--- src/rtl/counter_pkg.sv ---
// Shared definitions for the cascaded modulo-N digit counters: direction type,
// digit width helper and the largest supported radix.
package counter_pkg;

    typedef enum logic {
        UP   = 1'b0,
        DOWN = 1'b1
    } dir_t;

    localparam int MAX_RADIX = 16;

    function automatic int digit_width(input int radix);
        return (radix < 2) ? 1 : $clog2(radix);
    endfunction

endpackage

--- src/rtl/mod_n_digit.sv ---
// One counter digit cycling 0..RADIX-1 with load, step and direction control.
// Out-of-range load values and stray out-of-range states both collapse to 0.
module mod_n_digit
    import counter_pkg::*;
#(
    parameter  int RADIX = 10,
    localparam int DW    = digit_width(RADIX)
) (
    input  logic          clk,
    input  logic          reset_n,
    input  logic          load,
    input  logic [DW-1:0] load_digit,
    input  logic          step,
    input  dir_t          dir,
    output logic [DW-1:0] value,
    output logic          at_max,
    output logic          at_zero,
    output logic          range_err
);

    // One extra bit keeps RADIX=16 representable when range-checking a 4-bit digit.
    localparam logic [DW:0]   RADIX_W = (DW+1)'(RADIX);
    localparam logic [DW-1:0] MAX_D   = DW'(RADIX - 1);
    localparam logic [DW-1:0] ZERO_D  = {DW{1'b0}};

    logic [DW-1:0] r_value;
    logic [DW-1:0] w_next;

    assign value     = r_value;
    assign at_max    = (r_value == MAX_D);
    assign at_zero   = (r_value == ZERO_D);
    assign range_err = ({1'b0, load_digit} >= RADIX_W);

    // Value this digit takes when it steps in the current direction.
    always_comb begin
        w_next = r_value;
        if ({1'b0, r_value} >= RADIX_W) begin
            w_next = ZERO_D;
        end else if (dir == DOWN) begin
            w_next = at_zero ? MAX_D : (r_value - DW'(1));
        end else begin
            w_next = at_max ? ZERO_D : (r_value + DW'(1));
        end
    end

    // Digit register: reset, then load, then step, else hold.
    always_ff @(posedge clk) begin
        if (!reset_n) begin
            r_value <= ZERO_D;
        end else if (load) begin
            r_value <= range_err ? ZERO_D : load_digit;
        end else if (step) begin
            r_value <= w_next;
        end else begin
            r_value <= r_value;
        end
    end

endmodule

--- src/rtl/mod_n_updown_counter.sv ---
// Multi-digit up/down modulo-N counter with parallel load, terminal count and
// load range error. Define COUNTER_SATURATE_EN to hold at the terminal value.
module mod_n_updown_counter
    import counter_pkg::*;
#(
    parameter  int RADIX  = 10,
    parameter  int DIGITS = 2,
    localparam int DW     = digit_width(RADIX)
) (
    input  logic                 clk,
    input  logic                 reset_n,
    input  logic                 enable,
    input  logic                 reverse,
    input  logic                 load,
    input  logic [DIGITS*DW-1:0] load_value,
    output logic [DIGITS*DW-1:0] count,
    output logic                 tc,
    output logic                 load_err
);

    logic [DIGITS-1:0] w_at_max;
    logic [DIGITS-1:0] w_at_zero;
    logic [DIGITS-1:0] w_range_err;
    logic [DIGITS-1:0] w_step;
    dir_t              w_dir;
    logic              w_terminal;
    logic              w_hold;
    logic              r_load_err;

    assign w_dir      = reverse ? DOWN : UP;
    assign w_terminal = (w_dir == DOWN) ? (&w_at_zero) : (&w_at_max);
    assign tc         = enable & w_terminal;
    assign load_err   = r_load_err;

`ifdef COUNTER_SATURATE_EN
    assign w_hold = w_terminal;
`else
    assign w_hold = 1'b0;
`endif

    // Ripple the step through the digits: a digit moves only when every lower
    // digit is at its rollover value for the current direction.
    always_comb begin
        logic w_carry;
        w_carry = enable & ~load & ~w_hold;
        for (int i = 0; i < DIGITS; i++) begin
            w_step[i] = w_carry;
            w_carry   = w_carry & ((w_dir == DOWN) ? w_at_zero[i] : w_at_max[i]);
        end
    end

    for (genvar g = 0; g < DIGITS; g++) begin : g_digit
        mod_n_digit #(
            .RADIX(RADIX)
        ) u_digit (
            .clk       (clk),
            .reset_n   (reset_n),
            .load      (load),
            .load_digit(load_value[g*DW +: DW]),
            .step      (w_step[g]),
            .dir       (w_dir),
            .value     (count[g*DW +: DW]),
            .at_max    (w_at_max[g]),
            .at_zero   (w_at_zero[g]),
            .range_err (w_range_err[g])
        );
    end

    // Pulse load_err for the cycle after a load that carried a bad digit.
    always_ff @(posedge clk) begin
        if (!reset_n) begin
            r_load_err <= 1'b0;
        end else begin
            r_load_err <= load & (|w_range_err);
        end
    end

endmodule

--- config.mk ---
export PLATFORM = sky130hd
export DESIGN_NAME = mod_n_updown_counter
export DESIGN_NICKNAME = d
export VERILOG_FILES = /design/src/rtl/counter_pkg.sv /design/src/rtl/mod_n_digit.sv /design/src/rtl/mod_n_updown_counter.sv
export SDC_FILE = /design/constraint.sdc
export NUM_CORES = 1
export LEC_CHECK = 0
export ABC_CLOCK_PERIOD_IN_PS = 1400
export CORE_MARGIN = 10
export CORE_UTILIZATION = 42
export CTS_CLUSTER_DIAMETER = 50
export DETAILED_ROUTE_END_ITERATION = 16
export HOLD_SLACK_MARGIN = 0.08
export PLACE_DENSITY = 0.78
export SYNTH_ARGS = -nofsm -noshare
export SYNTH_HDL_FRONTEND = slang
export SYNTH_SLANG_ARGS = --single-unit
--- constraint.sdc ---
create_clock -name clk -period 1.4 [get_ports clk]
set_clock_uncertainty 0.1 [all_clocks]
set_input_delay 0.35 -clock clk [delete_from_list [all_inputs] [get_ports clk]]
set_output_delay 0.35 -clock clk [all_outputs]
set_load 0.1 [all_outputs]
# Yosys cells after proc, flatten, opt, wreduce, memory -nomap -nowiden
# Cells that the tools add are included.
# Widths: inputs -> output; s select.
[word_totals]
output_inout_bits = 10
n_memories = 0
romBits = 0
word_cells = 42
reg_bits = 9
ram_bits = 0
latchBits = 0
in_bits = 13
[op_classes]
bitwise_logic = 5
n_eq_ne = 2
n_reduce_logical = 7
n_mux = 17
shift = 0
n_mul = 0
n_div = 0
order_cmp = 4
n_addsub = 4
[op_table]
columns = ["cell", "count"]
rows = [
  ["$mux 4", 14],
  ["$ge 4x4->1 const B", 4],
  ["$add 4x1->4 const B", 2],
  ["$eq 4x4->1 const B", 2],
  ["$logic_not 4->1", 2],
  ["$sub 4x1->4 const B", 2],
  ["$and 1x1->1", 4],
  ["$reduce_and 2->1", 2],
  ["$reduce_bool 2->1", 2],
  ["$mux 1", 3],
  ["$reduce_or 2->1", 1],
  ["$not 1->1", 1],
]

# Longest topological paths before layout
[logic_depth]
depth_word = 6
ltp_mapped = 5
mapped_depth_nobuf = 4

# By module
# From an unflattened synthesis, not the netlist that was laid out.
[unflattened]
cells_unflattened = 108
hier_area_um2 = 900.9
[modules_own_cells]
columns = ["module", "n_inst", "seq_area_each_um2", "area_each_um2", "cells_each"]
rows = [
  ["mod_n_digit", 2, 80.1, 410.4, 50],
  ["mod_n_updown_counter", 1, 20.0, 80.1, 8],
]

# Worst setup path before layout
# OpenSTA, ideal clock, no wires.
[synth_timing]
kind = "flip-flop to output port"
start = "reg g_digit[0].u_digit.r_value[0]"
end = "out tc"
t_arrival_ps = 3641
path_slack_ps = -2691
required_ps = 950
n_path_buf = 1
stages_incl_launch_ff = 5
cell_sequence = "dfxtp_1 > buf_2 > nor2b_1 > a41oi_1 > nor3_1"
[synth_via]
elab_chain_len = 4
word_cells_on_any_way = 6
cone_classes = "eq/ne: 1; mux: 1; bitwise: 1; reduce/logical: 3"
[synth_rtl]
columns = ["element", "line_no", "text"]
rows = [
  ["start, declared", "mod_n_digit.sv:26", "logic [DW-1:0] r_value;"],
  ["start signal, assigned", "mod_n_digit.sv:51", "r_value <= range_err ? ZERO_D : load_digit;"],
  ["start signal, assigned", "mod_n_digit.sv:53", "r_value <= w_next;"],
  ["start signal, assigned", "mod_n_digit.sv:55", "r_value <= r_value;"],
  ["$eq 4x4->1 / $logic_not 4->1 (equally long branches)", "mod_n_digit.sv:30, mod_n_digit.sv:31", ""],
  ["$reduce_and 2->1", "mod_n_updown_counter.sv:31", "assign w_terminal = (w_dir == DOWN) ? (&w_at_zero) : (&w_at_max);"],
  ["$mux 1 *", "mod_n_updown_counter.sv:31", ""],
  ["$and 1x1->1 *", "mod_n_updown_counter.sv:32", "assign tc = enable & w_terminal;"],
  ["end, declared", "mod_n_updown_counter.sv:17", "output logic tc,"],
]
# Every way passes the cells marked *; elsewhere a longest branch is shown, timed or not.

# Final worst setup path
[layout_timing]
start = "reg g_digit[0].u_digit.r_value[1]"
end = "out tc"
# Same word-level chain as after synthesis.

==> run_results.csv <==
group,metric,value,unit
run_status,run_status,"finished with violations",
run_status,violations,"setup timing",
flow_run,maxCapViolations,0,
die,floorplan.die_area,0.00402,mm^2
power,powerDensity,728,mW/mm^2
yosys,post_synth_top_area_cell,"sky130_fd_sc_hd__dfxtp_1",
detailed_routing,routedWlPerCell,17.0,um
placement,port_buffers,22,
yosys,synth-main-ff-cell,"sky130_fd_sc_hd__dfxtp_1",
yosys,synth-async-reset-ratio,0,
finish,post_layout_nonfiller_instances,176,
die,placementRows,15,
sta,setup_repair_after_global_routing_missed_its_margin,"true",
sta,fin_hold_ws,0.538,ns
sta,timing.final.hold_violations,0,
detailed_routing,postRouteWirelength,2.99,mm
die,top_level_ports,23,
critical_path,critPathMaxFanout,2,
global_route,first_global_vias,932,
yosys,post_synth_edffs,0,
detailed_routing,detailroute.via_count,1052,
critical_path,reg2reg_from,"g_digit[1].u_digit.value[0]",
placement,dp_worst_setup_slack,-0.805,ns
yosys,netlist.area_leader.share,0.227,
clock_network,clkTransAtPathRegs,0.06,ns
placement,place.detailed.instances,166,
finish,final_layout_size_suffix_gt1_frac,0.450,
critical_path,path_cells,"or3b_4 -> nor3_4 -> buf_12",
yosys,synth_area,792,um^2
detailed_routing,detailedRoute.firstPassIterationCount,4,
sta,worstMarginPinSlew,0.429,ns
critical_path,required,0.95,ns
yosys,post_synth_inst_count,105,
global_route,grtUsageMet3,0.0318,
detailed_routing,drt.antenna.violating_nets,0,
clock_network,cts-root-to-sink-buffers,2,
yosys,synthesized_flop_and_latch_total,9,
global_route,grtUsageMet2,0.244,
critical_path,cp-start-kind,"flip-flop",
finish,post-route-util,0.845,
global_route,grt_usage,0.137,
critical_path,setup.worst_path.start,"g_digit[0].u_digit.value[1]",
sta,finalSetupViolations,10,
critical_path,endpoint_kind,"primary output",
finish,flow.area_growth_from_synthesis,88.3,%
global_route,grt.busiest_layer,"met2",
min_path,min_from,"enable",
power,leakagePower,0.613,nW
global_route,grt.overflow.total,0,
power,power.ir.vdd_worst,522,uV
yosys,mean_area_per_synthesized_cell,7.54,um^2
detailed_routing,detail_route.iter0.violations,50,
clock_network,clk_root_buffer_cell,"sky130_fd_sc_hd__clkbuf_4",
yosys,seq_area_frac_synth,0.227,
sta,slew_violations,0,
placement,dp.final_hpwl,2.04,mm
yosys,yosys.cell_types.count,45,
sta,part_of_the_cycle_the_worst_path_needs,1.37,
min_path,min-delay-path-class,"input port to flip-flop",
finish,antenna-diode-count,0,
global_route,grt_max_degree,11,
yosys,ys.warnings.count,0,
detailed_routing,vias_per_cell,5.98,
clock_network,clock_tree_from_tritoncts,"built",
critical_path,crit_path_max_incr_delay,0.43,ns
detailed_routing,drc_errors,0,
die,die_y,63.4,um
clock_network,clock_sinks,9,
sta,final_period_minus_worst_setup_slack,1.91,ns
sta,fmax,523,MHz
die,die_width,63.4,um
global_route,grt_first_pass_wirelength,4.53,mm
clock_network,clk-insertion-delay-late,0.26,ns
sta,max_slew_margin,0.710,
clock_network,cts_max_level,1,
die,core_region_area,0.00176,mm^2
sta,finalWorstSetupSlack,-0.513,ns
global_route,grt_antenna_before_repair,0,
die,initial_utilization,0.449,
clock_network,inserted_clock_buffers,3,
placement,place.gp.congestion,0.788,
global_route,grt_util_met1,0.156,
critical_path,critPathArrivalTime,1.46,ns
critical_path,cp_slowest_cell,"sky130_fd_sc_hd__or3b_4",
finish,layout.nets,165,
yosys,syn_nets,118,
critical_path,crit_type,"flip-flop to primary output",
yosys,synth.top_cells.by_area,"sky130_fd_sc_hd__dfxtp_1 (23%), sky130_fd_sc_hd__a21oi_1 (5.1%), sky130_fd_sc_hd__o21ai_0 (4.4%)",
## cell usage after synthesis (2+ instances only)
| cell | number |
|---|---|
| sky130_fd_sc_hd__buf_2 | 5 |
| sky130_fd_sc_hd__nand2b_1 | 3 |
| sky130_fd_sc_hd__nor3b_1 | 2 |
| sky130_fd_sc_hd__dfxtp_1 | 9 |
| sky130_fd_sc_hd__nor4_1 | 2 |
| sky130_fd_sc_hd__nand3b_1 | 2 |
| sky130_fd_sc_hd__o31ai_1 | 3 |
| sky130_fd_sc_hd__o21ai_1 | 2 |
| sky130_fd_sc_hd__and4bb_2 | 2 |
| sky130_fd_sc_hd__clkbuf_1 | 6 |
| sky130_fd_sc_hd__nand2_1 | 5 |
| sky130_fd_sc_hd__nor2b_1 | 2 |
| sky130_fd_sc_hd__o21ai_0 | 7 |
| sky130_fd_sc_hd__nand4_1 | 3 |
| sky130_fd_sc_hd__or3b_4 | 2 |
| sky130_fd_sc_hd__a21o_1 | 2 |
| sky130_fd_sc_hd__inv_1 | 5 |
| sky130_fd_sc_hd__nand3_1 | 5 |
| sky130_fd_sc_hd__a41oi_1 | 2 |
| sky130_fd_sc_hd__a21oi_1 | 8 |
| sky130_fd_sc_hd__nor2_1 | 4 |
## placed cells by master, fill, tap and decap left out, types with 2 or more instances in the layout
cell                              instances
sky130_fd_sc_hd__o21ai_0                  5
sky130_fd_sc_hd__buf_8                    2
sky130_fd_sc_hd__o21ai_1                  3
sky130_fd_sc_hd__nand4_1                  3
sky130_fd_sc_hd__and4bb_2                 2
sky130_fd_sc_hd__dfxtp_4                  8
sky130_fd_sc_hd__o31ai_1                  3
sky130_fd_sc_hd__clkdlybuf4s50_1         10
sky130_fd_sc_hd__nand3b_1                 2
sky130_fd_sc_hd__buf_4                   20
sky130_fd_sc_hd__nand3_1                  5
sky130_fd_sc_hd__inv_1                    5
sky130_fd_sc_hd__a21o_1                   2
sky130_fd_sc_hd__or3b_4                   2
sky130_fd_sc_hd__clkbuf_4                 3
sky130_fd_sc_hd__buf_2                    2
sky130_fd_sc_hd__nand2_1                  5
sky130_fd_sc_hd__nor2_1                   4
sky130_fd_sc_hd__buf_12                  11
sky130_fd_sc_hd__a21oi_1                  8
sky130_fd_sc_hd__buf_6                    7
sky130_fd_sc_hd__nand2b_1                 2
## cell type report
| type | instances | area (um^2) |
|---|---|---|
| sequential | 9 | 210 |
| timing repair buffer | 53 | 598 |
| fill | 107 | 273 |
| tap | 25 | 31.3 |
| inverter | 5 | 18.8 |
| clock buffer | 4 | 26.3 |
| multi-input combinational | 80 | 607 |
## critical path, delay by kind of cell (launching register included)
family | cells | cell delay, ns
buf+inv | 1 | 0.20
flops | 1 | 0.34
simple gates | 2 | 0.65
## sequential cells by signal, summed over array words and instances (netlist names)
| register | flops |
|---|---|
| load_err | 1 |
| g_digit.u_digit.value | 8 |
## timing repair
action                                  4_1_cts  5_1_grt
gates cloned                                  0        1
pin swaps                                     5        8
endpoints found under the setup margin       13       17
hold buffers                                  0        0
setup buffers                                 1        4
gates resized for setup                      19        8
## logic make-up after synthesis
group           synth area share
simple gates               0.325
compound gates             0.329
buf+inv                   0.0837
flops                      0.227
xor+xnor                  0.0221
mux                       0.0126
## through the flow
stage	setup TNS (ns)	cell area, um^2	power (mW)
3_3_place_gp	-5.41	1350	0.806
2_1_floorplan	-2.26	873	0.606
6_report	-1.80	1490	1.09
5_1_grt	-2.35	1490	1.14
3_5_place_dp	-5.81	1350	0.817
4_1_cts	-1.56	1430	1.05
## power by group
group          internal [mW]  switching [mW]  total [mW]
sequential             0.270          0.0172       0.287
clock                  0.110           0.105       0.215
combinational          0.264           0.319       0.583
## per-layer routing
| metal | wire (um) | up-vias |
|---|---|---|
| li1 | - | 491 |
| met5 | 0 | - |
| met2 | 1510 | 68 |
| met4 | 44 | 0 |
| met3 | 233 | 8 |
| met1 | 1210 | 485 |
## worst paths after layout
| path | endpoint | slack, ns | depth (start not counted) |
|---|---|---|---|
| setup / recovery | tc | -0.51 | 3 |
| hold / removal | g_digit[0].u_digit.value[3] | 0.54 | 3 |
| setup reg to reg | g_digit[1].u_digit.value[1] | -0.28 | 6 |
| hold reg to reg | g_digit[1].u_digit.value[2] | 0.60 | 3 |
No activity file was read; power rests on OpenSTA's default activity.
